<file path="src/rtl/gshare_predictor.sv">
// Gshare branch predictor: a PC/GHR-hashed table of N-bit saturating counters, 1-cycle predict, non-speculative GHR.
// Define GSHARE_PREDICTOR_STATS_EN to build the branch and misprediction statistics counters.
module gshare_predictor #(
  parameter int K         = 4,
  parameter int M         = 2,
  parameter int N         = 2,
  parameter int HASH_MODE = 1,
  parameter int CW        = 16
) (
  input  logic          clk,
  input  logic          reset,
  input  logic          pred_valid,
  input  logic [K-1:0]  pred_index,
  output logic          pred_out_valid,
  output logic          prediction,
  output logic [M-1:0]  pred_hist,
  input  logic          upd_valid,
  input  logic [K-1:0]  upd_index,
  input  logic [M-1:0]  upd_hist,
  input  logic          upd_taken,
  input  logic          upd_predicted,
  output logic          success,
  output logic [CW-1:0] branch_count,
  output logic [CW-1:0] mispredict_count
);

  localparam int AW    = (HASH_MODE != 0) ? K : K + M;
  localparam int DEPTH = 1 << AW;
  localparam logic [N-1:0] CTR_MAX  = '1;
  localparam logic [N-1:0] CTR_INIT = {1'b0, {(N-1){1'b1}}};

  logic [N-1:0]  pht [DEPTH];
  logic [M-1:0]  ghr;
  logic [M-1:0]  ghr_next;
  logic [AW-1:0] pred_addr;
  logic [AW-1:0] upd_addr;
  logic [N-1:0]  upd_ctr;
  logic [N-1:0]  upd_ctr_next;

  // Address hash: XOR folds the zero-extended history into the index, concatenation widens the table.
  if (HASH_MODE != 0) begin : g_xor
    logic [K-1:0] pred_hist_ext;
    logic [K-1:0] upd_hist_ext;
    always_comb begin
      pred_hist_ext         = '0;
      pred_hist_ext[M-1:0]  = ghr;
      upd_hist_ext          = '0;
      upd_hist_ext[M-1:0]   = upd_hist;
    end
    assign pred_addr = pred_index ^ pred_hist_ext;
    assign upd_addr  = upd_index ^ upd_hist_ext;
  end else begin : g_cat
    assign pred_addr = {pred_index, ghr};
    assign upd_addr  = {upd_index, upd_hist};
  end

  if (M == 1) begin : g_ghr1
    assign ghr_next = upd_taken;
  end else begin : g_ghrn
    assign ghr_next = {ghr[M-2:0], upd_taken};
  end

  // NOTE: every variable driven in always_comb gets a default first, so no path can infer a latch.
  always_comb begin
    upd_ctr      = pht[upd_addr];
    upd_ctr_next = upd_ctr;
    if (upd_taken) begin
      if (upd_ctr != CTR_MAX) upd_ctr_next = upd_ctr + N'(1);
    end else begin
      if (upd_ctr != '0) upd_ctr_next = upd_ctr - N'(1);
    end
  end

  // NOTE: the table is reset entry by entry because a freshly reset predictor must start weakly
  // not-taken; this is a register file, not a RAM macro. Non-blocking writes here also make a
  // same-cycle read see the pre-update counter.
  always_ff @(posedge clk) begin
    if (!reset) begin
      for (int i = 0; i < DEPTH; i++) pht[i] <= CTR_INIT;
    end else if (upd_valid) begin
      pht[upd_addr] <= upd_ctr_next;
    end
  end

  always_ff @(posedge clk) begin
    if (!reset) begin
      ghr            <= '0;
      pred_out_valid <= 1'b0;
      prediction     <= 1'b0;
      pred_hist      <= '0;
      success        <= 1'b0;
    end else begin
      pred_out_valid <= pred_valid;
      if (pred_valid) begin
        prediction <= pht[pred_addr][N-1];
        pred_hist  <= ghr;
      end
      if (upd_valid) begin
        ghr     <= ghr_next;
        success <= (upd_predicted == upd_taken);
      end
    end
  end

`ifdef GSHARE_PREDICTOR_STATS_EN
  always_ff @(posedge clk) begin
    if (!reset) begin
      branch_count     <= '0;
      mispredict_count <= '0;
    end else if (upd_valid) begin
      if (branch_count != '1) branch_count <= branch_count + CW'(1);
      if ((upd_predicted != upd_taken) && (mispredict_count != '1))
        mispredict_count <= mispredict_count + CW'(1);
    end
  end
`else
  assign branch_count     = '0;
  assign mispredict_count = '0;
`endif

endmodule
</file>
<file path="config.mk">
export PLATFORM = sky130hd
export DESIGN_NAME = gshare_predictor
export DESIGN_NICKNAME = d
export VERILOG_FILES = /design/src/rtl/gshare_predictor.sv
export SDC_FILE = /design/constraint.sdc
export NUM_CORES = 1
export LEC_CHECK = 0
export CORE_MARGIN = 5
export CORE_UTILIZATION = 50
export CTS_CLUSTER_DIAMETER = 150
export DETAILED_ROUTE_END_ITERATION = 7
export GPL_TIMING_DRIVEN = 0
export PLACE_DENSITY_LB_ADDON = 0.3
export SLEW_MARGIN = 10
export SYNTH_ARGS = -nofsm -noshare
export SYNTH_HDL_FRONTEND = slang
export SYNTH_SLANG_ARGS = --single-unit
</file>
<file path="constraint.sdc">
create_clock -name clk -period 2.8 [get_ports clk]
set_input_delay 0.42 -clock clk [delete_from_list [all_inputs] [get_ports clk]]
set_output_delay 0.42 -clock clk [all_outputs]
set_load 0.02 [all_outputs]
</file>
* After elaboration in Yosys (flattened, before gate mapping) *
Memory sizes are Yosys's and may differ from the RTL's. A register that Yosys moved wholly into a read port is not among the register bits.
Cells that the tools add are included.
Widths: inputs -> output; s select.

cells by class
  $add $sub $neg = 2
  eq/ne operators = 2
  muxes and demuxes = 10
  bitwise operators = 2
  reductions and logical operators = 3

operators with widths
  cell                 count
  $mux 2               4
  $xor 4x2->4          2
  $mux 1               5
  $mux 4               1
  $add 2x1->2 const B  1
  $ne 2x2->1 const B   1
  $reduce_bool 2->1    1
  $reduce_or 2->1      1
  $sub 2x1->2 const B  1
  $eq 1x1->1           1
  $logic_not 1->1      1

storage, ports and cells
  bits in registers = 6
  RAM bits = 32
  output and inout port bits = 37
  logic and storage cells = 24
  memories = 1

memory list
  name  words  bits a word  read ports  clocked after Yosys merged registers in  wr ports  line  source
  pht   16     2            2           1                                        16        32    logic [N-1:0] pht [DEPTH];

* Longest topological paths before layout *
Gate-level depths: netlist (run 1).
An unclocked memory read counts as a cell.

  depth in word-level cells = 6
  mapped depth = 7

* Worst setup path before layout (run 1) *
No wires, ideal clock.

  path kind = input to register
  start = input upd_hist[0]
  end = memory pht[13][0] (data pin)
  library setup time = 0.278 ns
  arrival time = 2.020 ns
  setup slack = 0.503 ns
  stages on the path = 7
  path buffers = 1
  cell sequence = xor2_4 -> mux4_1 -> nand2_1 -> and4_4 -> maj3_2 -> buf_6 -> nand3_1

RTL lines
  item             line  source
  start, declared  19    input logic [M-1:0] upd_hist,
  end, declared    32

==> results of run 1 <==
## logic make-up (layout without fill, tap and decap cells)
family,after synthesis,after routing,share of synthesized area (%)
xor gates and xnor gates,7,9,4.21
adders and majority gates,2,2,0.959
buffers and inverters,43,70,12.6
DFF,39,39,46.9
muxes,18,18,15.7
other,1,32,0.160
and+or+nand+nor,95,95,19.4
## per-stage QoR
stage | setup TNS (ps) | power [mW]
3_3_place_gp | -9720 | 0.955
3_5_place_dp | -10320 | 0.958
2_1_floorplan | 0 | 0.881
6_report | 0 | 1.32
5_1_grt | 0 | 1.38
4_1_cts | 0 | 1.32
## flip-flops by register name (all words and copies together) (netlist names)
| register | flops |
|---|---|
| pred_out_valid | 1 |
| prediction | 1 |
| pht | 32 |
| pred_hist | 2 |
| ghr | 2 |
| success | 1 |
## cells in the final DEF (no fill, tap or decap), types with 9 or more instances in the layout
master / count
buf_4: 33
clkbuf_1: 9
clkdlybuf4s50_1: 15
conb_1: 32
edfxtp_1: 32
nand2_1: 40
nand3_1: 18
nor2_1: 11
nor2_2: 10
## per-layer routing
metal  up-vias  share of wire (%)  routed length, µm  global-route usage [%]
li1        777                  -                  -                       -
met1       746                 39               1930                    19.3
met2        81                 50               2480                    28.9
met3        14                8.1                398                    5.73
met4         0                2.7                132                    7.87
met5         -                  0                  0                       0
## final timing paths
path	from	endpoint	cells after the start
min reg2reg	prediction	prediction	2
max reg2reg	ghr[0]	prediction	5
min	prediction	prediction	2
max	upd_hist[1]	pht[6][1]	8
## power by group through the flow
stage	logic (mW)	registers (mW)	clock network, mW
after floorplan	0.214	0.667	0
after global placement	0.291	0.665	0
after detailed placement	0.293	0.665	0
after CTS	0.295	0.653	0.369
after global routing	0.326	0.655	0.396
final	0.303	0.653	0.367
## worst min-delay path, delay by kind of cell (launching register included)
family / cells / cell delay (ps)
DFF: 1 / 310
and+or+nand+nor: 2 / 130
## layout make-up
class                           count  share of cell area [%]
Sequential cell                    39                    38.9
Multi-Input combinational cell    156                    38.8
Buffer                             42                    10.3
Timing Repair Buffer               19                    6.63
Clock buffer                        7                    2.69
Tap cell                           54                    2.39
Clock inverter                      1                   0.177
Inverter                            1                   0.133
## what timing repair did
| action | 4_1_cts | 5_1_grt |
|---|---|---|
| resized for setup | 2 | 1 |
| pin swaps | 1 | 1 |
| setup buffers | 0 | 1 |
| endpoints found under the setup margin | 20 | 20 |
| gates cloned | 1 | 1 |
==> flow_summary.json, run 1 <==
{
  "min_path_type": "flop to flop",
  "multi_input_area_um2": 1100,
  "cts_buffer_depth": 2,
  "fin_cells": 319,
  "place_ws_ps": -421,
  "grt_overflow": 0,
  "ir_worst_vdd_uv": 215,
  "synthArstFlopShare_pct": 0,
  "setup_viol": 0,
  "fill_cells": 391,
  "synth_enable_flop_cells": 32,
  "grt_max_degree": 12,
  "p_clk_share_pct": 27.7,
  "finClkSkew_ps": 8.17,
  "final_antenna_net_count": 0,
  "worstSetupPathType": "input pin to flop",
  "grt_usage_pct": 17.0,
  "ctsRootBufferMaster": "clkbuf_8",
  "clkSlewWorstSetupHoldPaths_ps": 80,
  "end_kind": "flop",
  "leakage_nw": 1.12,
  "antenna_found_initial": 0,
  "utilization_pct": 61.2,
  "syn_area_um2": 2350,
  "layout_setup_ws_ps": 95.1,
  "port_buffers": 18,
  "ys.flop_type": "edfxtp_1",
  "syn_inst": 205,
  "fin_crit_sh_pct": 96.6,
  "ys_seq_area_share_pct": 46.9,
  "max_slew_margin_pct": 53.7,
  "max_freq_mhz": 370,
  "tightest_slew_ps": 693,
  "power_frac_seq_pct": 49.4,
  "ys_top_cells_by_area": "edfxtp_1 (41%), buf_4 (10%), mux4_1 (7.8%)",
  "seq_area_um2": 1100,
  "synth_top_area_cell": "edfxtp_1",
  "dp.final_hpwl_um": 3510,
  "die_h_um": 78.5,
  "p_int_mw": 0.947,
  "ys_seq_elements": 39,
  "io_pins": 53,
  "crit_family": "buffers and inverters",
  "yosys_warnings": 0,
  "switching_share_pct": 28.4,
  "wl_per_cell_um": 15.5,
  "first_iter_violations": 142,
  "crit_fanout": 10,
  "powerDensity_nw_per_um2": 467,
  "arrival_ps": 2750,
  "placed_cell_area_um2": 2710,
  "run_status": "completed",
  "fin_hold_ws_ps": 477,
  "cts_tree": "done",
  "rows": 25,
  "htreeDepth": 2,
  "drt-total-wl_um": 4940,
  "crit_slowest_cell": "clkdlybuf4s50_1",
  "period_needed_ps": 2700,
  "dp_cells": 308,
  "synth_area_per_cell_um2": 11.5,
  "crit_path_start_kind": "input pin",
  "pwr-share-comb_pct": 22.9,
  "coreArea_um2": 4630,
  "die_x_um": 78.5,
  "vias": 1618,
  "slew_violations": 0,
  "yosysUniqueCellTypes": 26,
  "gp_congestion": 0.757,
  "synth_top_cell_area_share_pct": 40.9,
  "viasPerCell": 5.07,
  "start_util_pct": 50.7,
  "power.switching_mw": 0.375,
  "required_ps": 2840,
  "fp.dieArea_um2": 6160,
  "grt_pass1_vias": 1585,
  "layout-drive-gt1-share_pct": 24.2,
  "drc": 0,
  "hold_viol_final": 0,
  "cpPeakStageDelay_ps": 660,
  "grt_first_pass_wirelength_um": 7790,
  "diodes": 0,
  "final_area_um2": 2830,
  "maxCapViolCount": 0,
  "clock_sinks": 39,
  "layout.nets": 280,
  "yosysMostFrequentCell": "nand2_1",
  "ys_top_cells_by_count": "nand2_1 (40), buf_4 (32), edfxtp_1 (32)",
  "cp_cell_sequence": "clkdlybuf4s50_1 -> xor2_4 -> mux4_2 -> nand2_1 -> and4_1 -> maj3_2 -> buf_6 -> nor2_2",
  "rsz0062_at_grt": "false",
  "hold_buffers": 0,
  "cts_made_buffers": 5,
  "firstDrtPassIters": 4,
  "cp.buffers_inverters": 2,
  "area_growth_syn_to_layout_pct": 20.7,
  "clock_latency_ps": 290,
  "rrSetupSlack_ps": 530
}
Power figures use the tool's default switching activity.
==> run 2, diff against run 1 <==
CORE_UTILIZATION = 40   (was 50)
==> flow_summary.json, run 2 (synthesis results as in run 1) <==
{
  "cts_made_buffers": 5,
  "top_regs": "pht x32, ghr x2, pred_hist x2",
  "grtUsageMet3_pct": 3.42,
  "drc": 0,
  "max_flop_register": "pht",
  "fin_crit_sh_pct": 95.1,
  "worstSetupPathType": "input pin to flop",
  "power.switching_mw": 0.375,
  "setup_viol": 0,
  "grt_max_degree": 12,
  "largest_reg_flops": 32,
  "leakage_nw": 1.13,
  "crit_path_start_kind": "input pin",
  "firstDrtPassIters": 4,
  "grt_overflow": 0,
  "die_h_um": 86.6,
  "power_frac_seq_pct": 49.7,
  "diodes": 0,
  "clkSlewWorstSetupHoldPaths_ps": 70,
  "utilization_pct": 49.3,
  "min_path_type": "flop to flop",
  "clock_latency_ps": 290,
  "switching_share_pct": 28.5,
  "ir_worst_vdd_uv": 168,
  "grt_use_met1_pct": 16.7,
  "cp.buffers_inverters": 2,
  "run_status": "completed",
  "htreeDepth": 2,
  "p_clk_share_pct": 27.1,
  "max_slew_margin_pct": 53.9,
  "layout.nets": 281,
  "tightest_slew_ps": 689,
  "area_growth_syn_to_layout_pct": 22.1,
  "p_int_mw": 0.940,
  "top_usage_layer": "met2",
  "drt-total-wl_um": 4890,
  "layout-drive-gt1-share_pct": 24.5,
  "die_x_um": 86.6,
  "met2_usage_pct": 22.9,
  "period_needed_ps": 2660,
  "max_freq_mhz": 376,
  "start_util_pct": 40.4,
  "gp_congestion": 0.841,
  "end_kind": "flop",
  "total_power_mw": 1.31,
  "fp.dieArea_um2": 7500,
  "port_buffers": 18,
  "ctsRootBufferMaster": "clkbuf_8",
  "final_antenna_net_count": 0,
  "io_pins": 53,
  "cp_cell_sequence": "dlygate4sd2_1 -> xor2_4 -> mux4_1 -> nand2_1 -> and4_4 -> maj3_2 -> buf_6 -> nand3_1",
  "crit_family": "buffers and inverters",
  "pwr-share-comb_pct": 23.2,
  "rsz0062_at_grt": "false",
  "antenna_found_initial": 0,
  "maxCapViolCount": 0,
  "clock_sinks": 39,
  "coreArea_um2": 5820,
  "wl_per_cell_um": 14.4,
  "cts_buffer_depth": 2,
  "slew_violations": 0,
  "crit_slowest_cell": "mux4_1",
  "cpPeakStageDelay_ps": 600,
  "rows": 28,
  "arrival_ps": 2670,
  "fill_cells": 539,
  "grt_first_pass_wirelength_um": 7520,
  "layout_common_cells": "nand2_1 (40), buf_4 (34), conb_1 (32), edfxtp_1 (32), nand3_1 (18)",
  "viasPerCell": 4.70,
  "required_ps": 2810,
  "hold_viol_final": 0,
  "dp.final_hpwl_um": 3490,
  "vias": 1597,
  "powerDensity_nw_per_um2": 459,
  "first_iter_violations": 102,
  "crit_fanout": 10,
  "layout_commonest_cell": "nand2_1",
  "finClkSkew_ps": 5.24,
  "cts_tree": "done",
  "grt_usage_pct": 13.5,
  "grt_pass1_vias": 1488
}
run 2: cell types whose count changed in the layout (fill, tap and decap cells not counted), sizes merged:
cell / delta
buf: +1
clkbuf: -2
clkdlybuf4s50: -1
clkinv: +1
dlymetal6s2s: +1
run 2: power groups by stage:
stage / combinational, mW / sequential (mW) / clock, mW
final: 0.305 / 0.653 / 0.356
after global routing: 0.330 / 0.655 / 0.382
after CTS: 0.297 / 0.653 / 0.358
after detailed placement: 0.294 / 0.666 / 0
after global placement: 0.293 / 0.665 / 0
after floorplan: 0.214 / 0.667 / 0
run 2: per-layer routing:
metal	routed length [µm]	vias up	part of all wire [%]
met2	2450	62	50
met1	2000	751	41
met5	0	-	0
li1	-	780	-
met3	405	4	8.3
met4	40	0	0.82
run 2: worst paths after layout:
path,startpoint,to,slack [ps],cells after the start
worst max-delay path,upd_index[0],pht[13][0],140,8
worst min register to register,prediction,prediction,480,2
worst min-delay path,prediction,prediction,480,2
worst max register to register,ghr[0],prediction,530,5
run 2: area by class of cell:
cell class / count / area [µm²] / area share (%)
flip-flops and latches: 39 / 1100 / 38.4
multi-input cells: 156 / 1100 / 38.3
plain buffers: 42 / 293 / 10.2
repair buffers: 20 / 198 / 6.90
well taps: 75 / 93.8 / 3.28
clock buffers: 5 / 68.8 / 2.40
clock inverters: 2 / 8.76 / 0.306
inverters: 1 / 3.75 / 0.131
run 2: per-stage QoR:
step                setup WS, ps  instances  hold slack, ps  setup TNS [ps]  instance area, µm²
floorplan                    503        236             520               0                2460
global placement            -424        329             458          -10560                2740
detailed placement          -411        329             479          -10230                2740
CTS                         44.9        337             489               0                2830
global route                40.3        340             530               0                2870
finish                       138        340             478               0                2870
run 2: repair_timing:
item | CTS | global route
pin swaps | 1 | 1
gates cloned | 1 | 1
resized for setup | 2 | 2
setup endpoints to repair | 20 | 10
buffers inserted | 0 | 2
hold buffers | 0 | 0
run 2: worst min-delay path, stage by stage (launching register included):
cell and delay [ps]:
dfxtp_1 320, nand3b_1 70, nand2_1 50
==> run 3, diff against run 2 <==
CORE_ASPECT_RATIO = 1.4   (was unset)
==> flow_summary.json, run 3 (synthesis results as in run 1) <==
{
  "fin_hold_ws_ps": 473,
  "worstSetupPathType": "input pin to flop",
  "grt_usage_pct": 13.7,
  "cts_tree": "done",
  "run_status": "completed",
  "rsz0062_at_grt": "false",
  "layout_commonest_cell": "nand2_1",
  "io_pins": 53,
  "cp.buffers_inverters": 2,
  "finClkSkew_ps": 7.72,
  "holdPathEnd": "prediction",
  "hold_buffers": 0,
  "area_growth_syn_to_layout_pct": 21.5,
  "crit_fanout": 10,
  "top_regs": "pht x32, ghr x2, pred_hist x2",
  "coreArea_um2": 5780,
  "ctsRootBufferMaster": "clkbuf_8",
  "ir_worst_vdd_uv": 183,
  "slew_violations": 0,
  "min_path_type": "flop to flop",
  "fill_cells": 525,
  "grt_first_pass_wirelength_um": 7530,
  "max_flop_register": "pht",
  "start_util_pct": 40.6,
  "drt-total-wl_um": 5010,
  "setup_viol": 0,
  "diodes": 0,
  "layout-drive-gt1-share_pct": 23.8,
  "r2r_cells": 5,
  "total_power_mw": 1.32,
  "fin_crit_sh_pct": 97.9,
  "whs_path_depth": 2,
  "crit_path_start_kind": "input pin",
  "required_ps": 2850,
  "layout.nets": 280,
  "max_freq_mhz": 365,
  "viasPerCell": 4.81,
  "seq_area_um2": 1100,
  "gp_congestion": 0.781,
  "final_area_um2": 2850,
  "rows": 33,
  "clock_latency_ps": 290,
  "fp.dieArea_um2": 7520,
  "antenna_found_initial": 0,
  "crit_family": "buffers and inverters",
  "rr_endpoint": "prediction",
  "clock_sinks": 39,
  "port_buffers": 18,
  "cts_buffer_depth": 2,
  "tightest_slew_ps": 654,
  "layout_common_cells": "nand2_1 (40), buf_4 (33), conb_1 (32), edfxtp_1 (32), nand3_1 (18)",
  "timing.rr.start": "ghr[0]",
  "grt_overflow": 0,
  "dp.final_hpwl_um": 3610,
  "grt_max_degree": 12,
  "cpPeakStageDelay_ps": 680,
  "cts_made_buffers": 5,
  "first_iter_violations": 162,
  "multi_input_area_um2": 1100,
  "die_h_um": 101,
  "arrival_ps": 2790,
  "maxCapViolCount": 0,
  "powerDensity_nw_per_um2": 463,
  "cp_cell_sequence": "clkdlybuf4s50_1 -> xor2_4 -> mux4_2 -> nand2_1 -> and4_1 -> maj3_2 -> buf_6 -> nor2_2",
  "die_x_um": 74.7,
  "htreeDepth": 2,
  "vias": 1613,
  "end_kind": "flop",
  "placed_cell_area_um2": 2730,
  "utilization_pct": 49.4,
  "rrSetupSlack_ps": 550,
  "max_slew_margin_pct": 56.2,
  "crit_slowest_cell": "clkdlybuf4s50_1",
  "clkSlewWorstSetupHoldPaths_ps": 70,
  "leakage_nw": 1.11,
  "wl_per_cell_um": 15.0,
  "firstDrtPassIters": 4,
  "period_needed_ps": 2740,
  "final_antenna_net_count": 0,
  "hold_viol_final": 0,
  "hp-start": "prediction",
  "grt_pass1_vias": 1567,
  "largest_reg_flops": 32,
  "drc": 0
}
-- run 3: cell count changes in the layout (fill, tap and decap cells not counted), sizes merged --
cell	change
dlymetal6s2s	-1
clkdlybuf4s15	+1
clkbuf	+1
dlygate4sd2	-1
buf	-1
clkdlybuf4s50	+1
-- run 3: worst max path at each step --
| stage | from | end | slack, ps | cells past startpoint |
|---|---|---|---|---|
| after floorplan | upd_hist[0] | pht[13][0] | 500 | 7 |
| after global placement | upd_hist[0] | pht[13][0] | -430 | 8 |
| after detailed placement | upd_hist[0] | pht[13][0] | -460 | 8 |
| after CTS | upd_hist[1] | pht[9][1] | 40 | 8 |
| after global routing | upd_hist[1] | pht[10][1] | 5 | 8 |
| final | upd_hist[1] | pht[9][1] | 60 | 8 |
-- run 3: repair_timing --
action	in CTS	in global routing
setup endpoints to repair	20	10
resized for setup	2	2
pin swaps	1	1
hold endpoints to repair	0	0
cloned	1	1
setup buffers	1	0
-- run 3: worst register-to-register path, cell delays in order (launching register included) --
cell and delay (ps):
dfxtp_1 410, xor2_1 540, mux4_2 600, mux4_2 470, nand2_1 80, nand2_1 40
-- run 3: through the flow --
step | setup WS [ps] | cells | TNS (ps)
floorplan | 503 | 236 | 0
global placement | -435 | 324 | -10180
detailed placement | -462 | 324 | -11280
CTS | 38.0 | 334 | 0
global route | 4.61 | 335 | 0
finish | 58.4 | 335 | 0
-- run 3: routing by layer --
metal	global-route usage [%]	wire (µm)	vias up
met5	0	0	-
met4	5.89	120	0
met3	2.59	337	9
met2	25.8	2800	64
met1	14.3	1760	764
li1	-	-	776
-- run 3: power breakdown --
part	total (mW)	internal, mW	switching [mW]
combinational	0.303	0.129	0.174
sequential	0.653	0.644	0.00940
clock	0.366	0.170	0.196
-- run 3: area by class of cell --
type | count | share of cell area, %
Buffer | 42 | 10.3
Sequential cell | 39 | 38.6
Tap cell | 70 | 3.07
Clock buffer | 6 | 2.54
Clock inverter | 2 | 0.263
Multi-Input combinational cell | 156 | 38.5
Inverter | 1 | 0.132
Timing Repair Buffer | 19 | 6.62
